<file path="config.mk">
export PLATFORM = sky130hd
export DESIGN_NAME = fetch_unit
export DESIGN_NICKNAME = d
export VERILOG_FILES = /design/src/rtl/fetch_unit.sv
export SDC_FILE = /design/constraint.sdc
export NUM_CORES = 1
export LEC_CHECK = 0
export ABC_AREA = 1
export BUFFER_PORTS_ARGS = -buffer_cell sky130_fd_sc_hd__buf_2
export CAP_MARGIN = 15
export CORE_ASPECT_RATIO = 1.1
export CORE_MARGIN = 5
export CORE_UTILIZATION = 40
export CTS_CLUSTER_SIZE = 8
export DETAILED_ROUTE_END_ITERATION = 10
export PLACE_DENSITY = 0.68
export SYNTH_ARGS = -nofsm -noshare
export SYNTH_HDL_FRONTEND = slang
export SYNTH_SLANG_ARGS = --single-unit
</file>
<file path="constraint.sdc">
create_clock -name clk -period 3.5 [get_ports clk]
set_input_delay 0.875 -clock clk [delete_from_list [all_inputs] [get_ports clk]]
set_output_delay 0.875 -clock clk [all_outputs]
set_load 0.03 [all_outputs]
</file>
<file path="src/rtl/fetch_unit.sv">
// Instruction-fetch stage: owns the PC and drives the 512-word instruction ROM.
// It registers each returned word into an instruction register and hands it to
// decode over a valid/ready handshake. Redirects from execute override everything
// except reset. A PC at or above IMEM_DEPTH parks the unit in HALT.
// Optional build macro FETCH_EARLY_JMP_EN: a fetched word with opcode 4'b1110
// sets the next PC to its zero-extended [11:0] field (a zero-bubble jump).
module fetch_unit #(
  parameter int unsigned         PC_WIDTH   = 16,
  parameter logic [PC_WIDTH-1:0] RESET_PC   = '0,
  parameter int unsigned         IMEM_DEPTH = 512
) (
  input  logic                clk,
  input  logic                rst,
  output logic [PC_WIDTH-1:0] pc_output_to_imem_input,
  output logic                imem_oe,
  input  logic [15:0]         imem_output_to_rf_input,
  output logic [15:0]         instr,
  output logic [PC_WIDTH-1:0] instr_pc,
  output logic                instr_valid,
  input  logic                decode_ready,
  input  logic                branch_taken,
  input  logic [PC_WIDTH-1:0] branch_target,
  output logic                halted
);

  typedef enum logic {
    S_FETCH = 1'b0,
    S_HALT  = 1'b1
  } state_t;

  localparam logic [PC_WIDTH:0] DEPTH_EXT = (PC_WIDTH+1)'(IMEM_DEPTH);
  localparam logic [3:0]        OP_JMP    = 4'b1110;

  state_t              state_q;
  logic [PC_WIDTH-1:0] pc_p0_q;
  logic [15:0]         instr_p1_q;
  logic [PC_WIDTH-1:0] instr_pc_p1_q;
  logic                vld_p1_q;

  logic                in_range_p0;
  logic                load_p0;
  logic [PC_WIDTH-1:0] next_pc_p0_d;

  // Fetch decision for this cycle: range check on the current PC, load gating and next PC.
  always_comb begin
    in_range_p0  = ({1'b0, pc_p0_q} < DEPTH_EXT);
    load_p0      = (state_q == S_FETCH) && in_range_p0 && !branch_taken &&
                   (!vld_p1_q || decode_ready);
    next_pc_p0_d = pc_p0_q + PC_WIDTH'(1);
`ifdef FETCH_EARLY_JMP_EN
    // Only the opcode nibble is decoded; the target is the raw 12-bit field.
    if (imem_output_to_rf_input[15:12] == OP_JMP) begin
      next_pc_p0_d = PC_WIDTH'(imem_output_to_rf_input[11:0]);
    end
`endif
  end

  // PC, instruction register and FSM; priority is reset, redirect, stall/load, drain.
  always_ff @(posedge clk) begin
    if (rst) begin
      state_q       <= S_FETCH;
      pc_p0_q       <= RESET_PC;
      instr_p1_q    <= 16'h0000;
      instr_pc_p1_q <= '0;
      vld_p1_q      <= 1'b0;
    end else if (branch_taken) begin
      // Redirect squashes any held instruction, even under back-pressure.
      state_q  <= S_FETCH;
      pc_p0_q  <= branch_target;
      vld_p1_q <= 1'b0;
    end else begin
      // ---- p0 -> p1: ROM word captured into the instruction register ----
      if (load_p0) begin
        instr_p1_q    <= imem_output_to_rf_input;
        instr_pc_p1_q <= pc_p0_q;
        vld_p1_q      <= 1'b1;
        pc_p0_q       <= next_pc_p0_d;
      end else if (vld_p1_q && decode_ready) begin
        vld_p1_q <= 1'b0;
      end
      // A held instruction is not cleared on halt entry; it drains above.
      if ((state_q == S_FETCH) && !in_range_p0) begin
        state_q <= S_HALT;
      end
    end
  end

  assign pc_output_to_imem_input = pc_p0_q;
  assign imem_oe                 = load_p0;
  assign instr                   = instr_p1_q;
  assign instr_pc                = instr_pc_p1_q;
  assign instr_valid             = vld_p1_q;
  assign halted                  = (state_q == S_HALT);

endmodule

</file>
Word level (Yosys, flattened, before mapping)
Index checks and enable logic that the tools add are counted.
{"block": "totals", "reg_bits": 50, "latch_bits": 0, "mem_bits_rw": 0, "rom_bits": 0, "in_bits": 36, "output_inout_bits": 51, "mem_count": 0}
{"block": "op_classes", "n_addsub": 1, "n_mul": 0, "div": 0, "magnitude_cmp": 1, "eq_ne": 0, "shift": 0, "muxes": 4, "bitwise": 2, "reduce_logical": 13}
{"operator": "$mux W16", "n": 2}
{"operator": "$add A16 B1 Y16 const B", "n": 1}
{"operator": "$lt A16 B10 Y1 const B", "n": 1}
{"operator": "$logic_and A1 B1 Y1", "n": 5}
{"operator": "$reduce_bool A2 Y1", "n": 2}
{"operator": "$logic_not A1 Y1", "n": 3}
{"operator": "$mux W1", "n": 2}
{"operator": "$not A1 Y1", "n": 2}
{"operator": "$reduce_and A2 Y1", "n": 1}
{"operator": "$reduce_or A2 Y1", "n": 1}
{"operator": "$logic_or A1 B1 Y1", "n": 1}

Depth between registers and ports, before layout
Gate-level depths: netlist (run 1).
{"block": "logic_depth", "word_depth": 6, "depth_mapped": 10}

Worst setup path before layout (run 1)
No wires, ideal clock.
{"block": "synth_path", "path_kind": "input port to output port", "start": "in decode_ready", "end": "out imem_oe", "t_arrival_ns": 1.465, "path_slack_ns": 1.160, "cell_stages": 5, "path_buffers": 1, "path_cell_list": "inv_1 -> nand2_1 -> nand2_4 -> nor2_8 -> buf_12"}
{"block": "synth_between", "elab_chain_cells": 2}
{"element": "from (decl)", "line_no": "20", "source": "input logic decode_ready,"}
{"element": "$logic_or A1 B1 Y1", "line_no": "48", "source": "(!vld_p1_q || decode_ready);"}
{"element": "$logic_and A1 B1 Y1", "line_no": "47", "source": "load_p0 = (state_q == S_FETCH) && in_range_p0 && !branch_taken &&"}
{"element": "to (decl)", "line_no": "15", "source": "output logic imem_oe,"}
Every way passes these cells.

Worst setup path after layout (run 1)
{"block": "layout_path", "start": "in branch_taken", "end": "reg pc_p0_q[6], in the netlist pc_output_to_imem_input[6]"}
{"block": "layout_between", "elab_chain_cells": 4, "elab_cells_between_ends": 5}
{"element": "from (decl)", "line_no": "21", "source": "input logic branch_taken,"}
{"element": "$logic_not A1 Y1", "line_no": "47"}
{"element": "$logic_and A1 B1 Y1 (2 in a row)", "line_no": "47"}
{"element": "$reduce_bool A2 Y1 (no source line)"}
{"element": "to (signal assigned)", "line_no": "69", "source": "pc_p0_q <= branch_target;"}
{"element": "to (signal assigned)", "line_no": "77", "source": "pc_p0_q <= next_pc_p0_d;"}
{"element": "to (decl)", "line_no": "35", "source": "logic [PC_WIDTH-1:0] pc_p0_q;"}
Parallel ways exist; a longest one is shown, timed or not.
A chain may end at the register's enable or synchronous reset.

==> flow_summary.json, run 1 <==
{
  "post_cts_buffers": 0,
  "hold_class": "reg2reg",
  "clkTransAtPathRegs_ns": 0.09,
  "dpl_cell_area_sq_um": 2620,
  "dp_slack_ns": 0.661,
  "ys_seq_area_share_pct": 45.8,
  "dp_hpwl_um": 3780,
  "finalCriticalPeriod_ns": 2.50,
  "powerDensity_nw_per_um2": 438,
  "antenna_found_initial": 0,
  "die_h_um": 87.6,
  "synth_area_sq_um": 2190,
  "synth_nets": 318,
  "power_leakage_nw": 1.25,
  "grt_remaining_overflow": 0,
  "finalHoldViolCount": 0,
  "synth-seq-cells": 50,
  "slew_headroom_pct": 48.2,
  "synth_top_area_share_pct": 45.8,
  "cts_tree": "done",
  "vias_per_cell": 4.58,
  "clk_latency_ns": 0.30,
  "rows": 28,
  "synth.avg_cell_area_sq_um": 7.78,
  "die_x_um": 80.5,
  "synthAdderAreaFrac_pct": 0.572,
  "cts.sinks": 50,
  "status": "finished, final reports clean",
  "critPathKind": "in2reg",
  "htreeDepth": 2,
  "cts-root-buf": "clkbuf_8",
  "clock.fmax_mhz": 399,
  "start_util_pct": 40.8,
  "finalClockSkew_ns": 0.00557,
  "drt-initial-drc-count": 105,
  "drc": 0,
  "wl_um": 5370,
  "setup_ws_ns": 0.996,
  "rsz0062_at_grt": "false",
  "tns_ns": 0,
  "synthToLayoutAreaGrowth_pct": 24.1,
  "io_buffers": 86,
  "ctsResizeCount": 0,
  "track_usage_pct": 15.6,
  "cap_violations": 0,
  "postSynthCellCount": 281,
  "routedWlPerCell_um": 12.3,
  "endpoint_kind": "register",
  "synth_top_area_cell": "dfxtp_1",
  "cts_buffers": 5,
  "synth_top_family_by_area": "simple AND/OR/NAND/NOR gates",
  "cts_max_path_buffers": 2,
  "yosys.area_share.xor_xnor_pct": 1.60,
  "synth-compound-area-share_pct": 12.9,
  "num_io_pins": 87,
  "stdcell_area_sq_um": 2720,
  "synthSimpleGateAreaFrac_pct": 32.3,
  "nets": 397,
  "die_area_sq_um": 7050,
  "peakVddDrop_uv": 233,
  "async_reset_ff_share_pct": 0,
  "drive_above_1_share_pct": 38.5,
  "crit_arrival_ns": 2.74,
  "cp_max_fo": 37,
  "final_cells": 436,
  "first_global_vias": 1962,
  "vias": 1999,
  "dr.pass1.iters": 4,
  "antenna_cells": 0,
  "hold_buffers": 0,
  "tightest_slew_ns": 0.776,
  "start_kind": "input pin",
  "n_fill_cell": 531,
  "core_area_sq_um": 5360,
  "ant_nets": 0,
  "synth_ff_type": "dfxtp_1",
  "final_max_slew_viol_count": 0,
  "setup_viol": 0,
  "routabilityCongestion": 0.832,
  "period_share_pct": 71.6,
  "synth_top_cells_by_count": "nand2_1, dfxtp_1, nor2_1",
  "synth.yosys.warnings": 0,
  "crit_required_ns": 3.74,
  "synthTopCellsByArea": "dfxtp_1, nand2_1, a21oi_2, nand2_2, nand3_1",
  "synth.most_common_cell": "nand2_1",
  "synth_edf_count": 0,
  "grt_pass1_wl_um": 8580,
  "grt_max_degree": 38,
  "dp_cells": 428,
  "synthMuxAreaShare_pct": 0,
  "ys_types": 23
}
-- kinds of logic after synthesis --
logic type	count (synthesis)
adders and majority gates	1
and+or+nand+nor	156
buffers and inverters	28
AOI/OAI and AO/OA	42
xor gates and xnor gates	4
DFF	50
-- layer usage --
layer | vias to the layer above | wire (um) | share of wire [%] | global-route usage (%)
li1 | 1046 | - | - | -
met1 | 880 | 2310 | 43 | 17.8
met2 | 66 | 2530 | 47 | 25.8
met3 | 7 | 439 | 8.2 | 6.07
met4 | 0 | 86 | 1.6 | 7.07
met5 | - | 0 | 0 | 0
-- stage by stage --
stage                     hold slack (ns)  utilization (%)  total power [mW]
final                               0.439             50.7              1.19
after global routing                0.466             50.7              1.25
after CTS                           0.440             50.7              1.21
after detailed placement            0.425             48.9             0.862
after global placement              0.426             48.9             0.858
after floorplan                     0.564                -             0.799
-- power breakdown --
group	total, mW	switching [mW]	internal [mW]
registers	0.619	0.0240	0.595
clock network	0.343	0.183	0.160
logic	0.227	0.157	0.0701
total	1.19	0.364	0.824
-- cell usage in the layout (no fill, tap or decap), types with 6 or more instances in the layout --
master / n
a21oi_2: 19
clkbuf_8: 6
a21oi_1: 20
inv_1: 11
nand2_2: 19
dfxtp_1: 50
nor2_1: 24
buf_2: 86
nand3_1: 21
nand2_1: 84
-- final timing paths --
path                                           start  cells past startpoint                                      end  slack (ns)
min                        instr_pc[12]$_SDFFE_PP0P_                      2                instr_pc[12]$_SDFFE_PP0P_        0.44
min reg2reg                instr_pc[12]$_SDFFE_PP0P_                      2                instr_pc[12]$_SDFFE_PP0P_        0.44
max reg2reg  pc_output_to_imem_input[9]$_SDFFE_PP0P_                      7  pc_output_to_imem_input[6]$_SDFFE_PP0P_        1.65
max                                     branch_taken                      6  pc_output_to_imem_input[6]$_SDFFE_PP0P_         1.0
-- registers in the layout, indices dropped and copies added (netlist names) --
name	cells
instr	16
instr_pc	16
pc_output_to_imem_input	16
halted	1
instr_valid	1
-- worst max-delay path, cell delays in order --
cell	delay, ns
buf_2	0.10
inv_1	0.49
nand3_2	0.78
a21oi_1	0.34
nor2_1	0.06
nor2_1	0.08
-- area by class of cell --
class	instances	area (sq um)	share of cell area (%)
multi-input combinational	203	1030	38.1
clock inverter	1	5.00	0.184
tap	75	93.8	3.46
timing repair buffer	89	453	16.7
sequential	50	1000	36.9
inverter	11	41.3	1.52
clock buffer	7	86.3	3.18
Note: power is estimated with default switching activity, not from simulation.
==> inputs of run 2 (changes only) <==
--- a/config.mk
+++ b/config.mk
@@ -13,7 +13,7 @@
 export CORE_UTILIZATION = 40
 export CTS_CLUSTER_SIZE = 8
 export DETAILED_ROUTE_END_ITERATION = 10
-export PLACE_DENSITY = 0.68
+export PLACE_DENSITY = 0.71
 export SYNTH_ARGS = -nofsm -noshare
 export SYNTH_HDL_FRONTEND = slang
 export SYNTH_SLANG_ARGS = --single-unit
==> constraint.sdc (replaced) <==
create_clock -name clk -period 2.1 [get_ports clk]
set_input_delay 0.525 -clock clk [delete_from_list [all_inputs] [get_ports clk]]
set_output_delay 0.525 -clock clk [all_outputs]
set_load 0.03 [all_outputs]
==> flow_summary.json, run 2 (same netlist as run 1, synthesis figures left out) <==
{
  "status": "finished, final reports clean",
  "core_area_sq_um": 5360,
  "setup_ws_ns": 0.204,
  "cts_tree": "done",
  "reg2reg_to": "pc_output_to_imem_input[6]$_SDFFE_PP0P_",
  "timing.rr.start": "pc_output_to_imem_input[11]$_SDFFE_PP0P_",
  "die_h_um": 87.6,
  "post_cts_buffers": 0,
  "die_area_sq_um": 7050,
  "multi_input_area_sq_um": 1030,
  "routabilityCongestion": 0.866,
  "antenna_found_initial": 0,
  "powerDensity_nw_per_um2": 747,
  "hold_buffers": 0,
  "drc": 0,
  "slowest_delay_ns": 0.34,
  "dr.pass1.iters": 4,
  "finalClockSkew_ns": 0.0137,
  "rows": 28,
  "startpoint": "pc_output_to_imem_input[11]$_SDFFE_PP0P_",
  "top_layer": "met4",
  "hold_class": "reg2reg",
  "nets": 402,
  "grt_pass1_wl_um": 8690,
  "start_util_pct": 40.8,
  "rsz0062_at_grt": "false",
  "cp.depth": 6,
  "crit_required_ns": 1.57,
  "wl_met3_um": 495,
  "drt-met1-wl_um": 2310,
  "cpMaxStageDelayCell": "dfxtp_1",
  "cp_max_fo": 3,
  "power.total_mw": 2.09,
  "start_kind": "register",
  "cts.sinks": 50,
  "first_global_vias": 1938,
  "synthToLayoutAreaGrowth_pct": 27.7,
  "tightest_slew_ns": 0.372,
  "grt_max_degree": 27,
  "vias_per_cell": 4.63,
  "io_buffers": 86,
  "final_cell_mix": "buf_2, nand2_1, dfxtp_1, nor2_1, nand3_1",
  "final_max_slew_viol_count": 0,
  "ctsResizeCount": 0,
  "cp_cell_sequence": "nor2_1 > nand2_1 > nor2_4 > nand2_4 > nor2_8 > buf_2",
  "ant_nets": 0,
  "dp_hpwl_um": 3930,
  "cts_max_path_buffers": 2,
  "endpoint_kind": "primary output",
  "cap_violations": 0,
  "htreeDepth": 2,
  "track_usage_pct": 15.4,
  "finalHoldViolCount": 0,
  "drive_above_1_share_pct": 39.1,
  "seqCellArea_sq_um": 1000,
  "setup_viol": 0,
  "critical-path-top-delay-family": "simple AND/OR/NAND/NOR gates",
  "rrSetupSlack_ns": 0.52,
  "dp_slack_ns": 0.368,
  "peakVddDrop_uv": 498,
  "finalCriticalPeriod_ns": 1.90,
  "dpl_cell_area_sq_um": 2690,
  "stdcell_area_sq_um": 2790,
  "antenna_cells": 0,
  "cts-root-buf": "clkbuf_8",
  "crit_arrival_ns": 1.37,
  "num_io_pins": 87,
  "vias": 2043,
  "clock.fmax_mhz": 527,
  "mostFrequentLayoutCell": "buf_2",
  "critPathKind": "reg2out",
  "worstRegToRegCells": 8,
  "path_buf_inv": 1,
  "wl_met2_um": 2360,
  "drt-initial-drc-count": 111,
  "wl_um": 5210,
  "power_leakage_nw": 1.29,
  "routedWlPerCell_um": 11.8,
  "cts_buffers": 5,
  "n_fill_cell": 536,
  "period_share_pct": 90.3,
  "grt_remaining_overflow": 0,
  "worst_hold_startpoint": "instr_pc[15]$_SDFFE_PP0P_",
  "tns_ns": 0,
  "clkTransAtPathRegs_ns": 0.09,
  "clk_latency_ns": 0.30,
  "die_x_um": 80.5,
  "slew_headroom_pct": 75.2,
  "crit_path_end": "imem_oe"
}
[run 2: final cells by class]
type | instances | share of cell area, %
clock buffer | 7 | 2.73
clock inverter | 1 | 1.08
inverter | 11 | 1.48
multi-input combinational | 203 | 37.1
sequential | 50 | 35.8
tap | 75 | 3.36
timing repair buffer | 94 | 18.5
[run 2: worst min-delay path: cells and delay by family, from the launching register on]
kind	cells	cell delay, ns
and+or+nand+nor	2	0.09
DFF	1	0.31
[run 2: worst min path at each step]
| stage | slack [ns] | end | depth (start not counted) |
|---|---|---|---|
| global route | 0.45 | instr[3]$_SDFFE_PP0P_ | 3 |
| finish | 0.43 | instr_pc[15]$_SDFFE_PP0P_ | 2 |
| floorplan | 0.56 | instr_pc[10]$_SDFFE_PP0P_ | 2 |
| detailed placement | 0.43 | instr_pc[14]$_SDFFE_PP0P_ | 2 |
| global placement | 0.42 | instr_pc[14]$_SDFFE_PP0P_ | 2 |
| CTS | 0.44 | instr_pc[15]$_SDFFE_PP0P_ | 2 |
[run 2: per-layer routing]
layer | up-vias | GRT usage, %
met5 | - | 0
met4 | 0 | 4.15
met3 | 7 | 5.76
met2 | 77 | 25.2
met1 | 902 | 19.2
li1 | 1057 | -
[run 2: through the flow]
| step | util (%) | instances | hold WS [ns] |
|---|---|---|---|
| floorplan | - | 281 | 0.564 |
| global placement | 50.1 | 433 | 0.424 |
| detailed placement | 50.1 | 433 | 0.427 |
| CTS | 52.1 | 441 | 0.440 |
| global route | 52.1 | 441 | 0.453 |
| finish | 52.1 | 441 | 0.435 |
[run 2: power breakdown]
group | internal [mW] | total, mW | switching (mW)
logic | 0.133 | 0.398 | 0.265
clock network | 0.357 | 0.659 | 0.302
registers | 0.991 | 1.03 | 0.0397
total | 1.48 | 2.09 | 0.606
==> inputs of run 3 (changes only) <==
--- a/config.mk
+++ b/config.mk
@@ -13,7 +13,7 @@
 export CORE_UTILIZATION = 40
 export CTS_CLUSTER_SIZE = 8
 export DETAILED_ROUTE_END_ITERATION = 10
-export PLACE_DENSITY = 0.71
+export PLACE_DENSITY = 0.7
 export SYNTH_ARGS = -nofsm -noshare
 export SYNTH_HDL_FRONTEND = slang
 export SYNTH_SLANG_ARGS = --single-unit
==> flow_summary.json, run 3 (same netlist as run 1, synthesis figures left out) <==
{
  "status": "finished, final reports clean",
  "vias": 2053,
  "power_leakage_nw": 1.28,
  "rsz0062_at_grt": "false",
  "antenna_found_initial": 0,
  "dpl_cell_area_sq_um": 2670,
  "seqCellArea_sq_um": 1000,
  "timing.rr.start": "pc_output_to_imem_input[12]$_SDFFE_PP0P_",
  "worstRegToRegCells": 9,
  "antenna_cells": 0,
  "synthToLayoutAreaGrowth_pct": 27.1,
  "critPathKind": "reg2out",
  "nets": 402,
  "tightest_slew_ns": 0.470,
  "drive_above_1_share_pct": 39.1,
  "dp_hpwl_um": 3980,
  "clk_latency_ns": 0.30,
  "hold_depth": 2,
  "powerDensity_nw_per_um2": 749,
  "post_cts_buffers": 0,
  "cts.sinks": 50,
  "ctsResizeCount": 0,
  "stdcell_area_sq_um": 2780,
  "rrSetupSlack_ns": 0.48,
  "slew_headroom_pct": 68.7,
  "worst_hold_startpoint": "instr_pc[11]$_SDFFE_PP0P_",
  "tns_ns": 0,
  "die_h_um": 87.6,
  "p_clk_share_pct": 31.6,
  "core_area_sq_um": 5360,
  "hold_buffers": 0,
  "rows": 28,
  "swShare_pct": 29.1,
  "io_buffers": 86,
  "drc": 0,
  "cts_max_path_buffers": 2,
  "clkTransAtPathRegs_ns": 0.09,
  "mostFrequentLayoutCell": "buf_2",
  "finalCriticalPeriod_ns": 1.90,
  "first_global_vias": 1962,
  "crit_arrival_ns": 1.38,
  "num_io_pins": 87,
  "crit_required_ns": 1.57,
  "finalClockSkew_ns": 0.00766,
  "cts-root-buf": "clkbuf_8",
  "power.total_mw": 2.08,
  "seq_power_share_pct": 49.5,
  "final_cells": 441,
  "routabilityCongestion": 0.877,
  "die_area_sq_um": 7050,
  "ant_nets": 0,
  "start_util_pct": 40.8,
  "routedWlPerCell_um": 12.0,
  "vias_per_cell": 4.66,
  "peakVddDrop_uv": 424,
  "reg2reg_to": "pc_output_to_imem_input[0]$_SDFFE_PP0P_",
  "dp_cells": 433,
  "finalHoldViolCount": 0,
  "multi_input_area_sq_um": 1030,
  "die_x_um": 80.5,
  "cts_buffers": 5,
  "final_core_util_pct": 51.9,
  "grt_max_degree": 27,
  "min_to": "instr_pc[11]$_SDFFE_PP0P_",
  "final_cell_mix": "buf_2, nand2_1, dfxtp_1, nor2_1, nand3_1",
  "endpoint_kind": "primary output",
  "cts_tree": "done",
  "htreeDepth": 2,
  "cap_violations": 0,
  "n_fill_cell": 546,
  "dr.pass1.iters": 4,
  "final_max_slew_viol_count": 0,
  "clock.fmax_mhz": 526,
  "hold_class": "reg2reg",
  "wl_um": 5310,
  "drt-initial-drc-count": 133,
  "period_share_pct": 90.6,
  "grt_remaining_overflow": 0,
  "setup_viol": 0,
  "cp_max_fo": 3,
  "comb_power_share_pct": 18.9,
  "internal_power_mw": 1.48,
  "start_kind": "register",
  "grt_pass1_wl_um": 8740,
  "track_usage_pct": 15.6,
  "switching_power_mw": 0.606
}
[run 3: stage by stage]
stage                     worst slack, ns  hold WS, ns
after floorplan                     0.375        0.564
after global placement              0.406        0.425
after detailed placement            0.358        0.427
after CTS                           0.181        0.442
after global routing               0.0671        0.448
final                               0.197        0.439
[run 3: how the worst max path moves through the flow]
stage	from	to	slack, ns	cells past startpoint
after floorplan	pc_output_to_imem_input[11]$_SDFFE_PP0P_	imem_oe	0.37	6
after global placement	decode_ready	imem_oe	0.41	6
after detailed placement	decode_ready	pc_output_to_imem_input[0]$_SDFFE_PP0P_	0.36	9
after CTS	pc_output_to_imem_input[12]$_SDFFE_PP0P_	imem_oe	0.18	6
after global routing	pc_output_to_imem_input[12]$_SDFFE_PP0P_	imem_oe	0.07	6
final	pc_output_to_imem_input[12]$_SDFFE_PP0P_	imem_oe	0.20	6
[run 3: worst max-delay path: stages, from the launching register on]
cell and delay (ns):
dfxtp_1 0.34, nor2_1 0.11, nand2_1 0.09, nor2_4 0.17, nand2_4 0.09, nor2_8 0.09, buf_2 0.20
[run 3: cell type report]
cell class	instances	area share (%)
clock buffer	7	2.75
clock inverter	1	1.08
inverter	11	1.49
multi-input combinational	203	37.2
sequential	50	36.0
tap	75	3.38
timing repair buffer	94	18.1
[run 3: power by group through the flow]
| stage | sequential [mW] | clock [mW] | combinational (mW) |
|---|---|---|---|
| detailed placement | 1.05 | 0 | 0.398 |
| CTS | 1.03 | 0.686 | 0.398 |
| finish | 1.03 | 0.657 | 0.394 |
| floorplan | 1.13 | 0 | 0.203 |
| global placement | 1.05 | 0 | 0.393 |
| global route | 1.04 | 0.729 | 0.433 |
[run 3: layer usage]
layer  routed length (um)  GRT usage (%)  vias to the layer above
met4                   69           4.45                        0
met5                    0              0                        -
met3                  481           6.28                        8
met2                 2440           25.2                       73
met1                 2320           19.2                      912
li1                     -              -                     1060
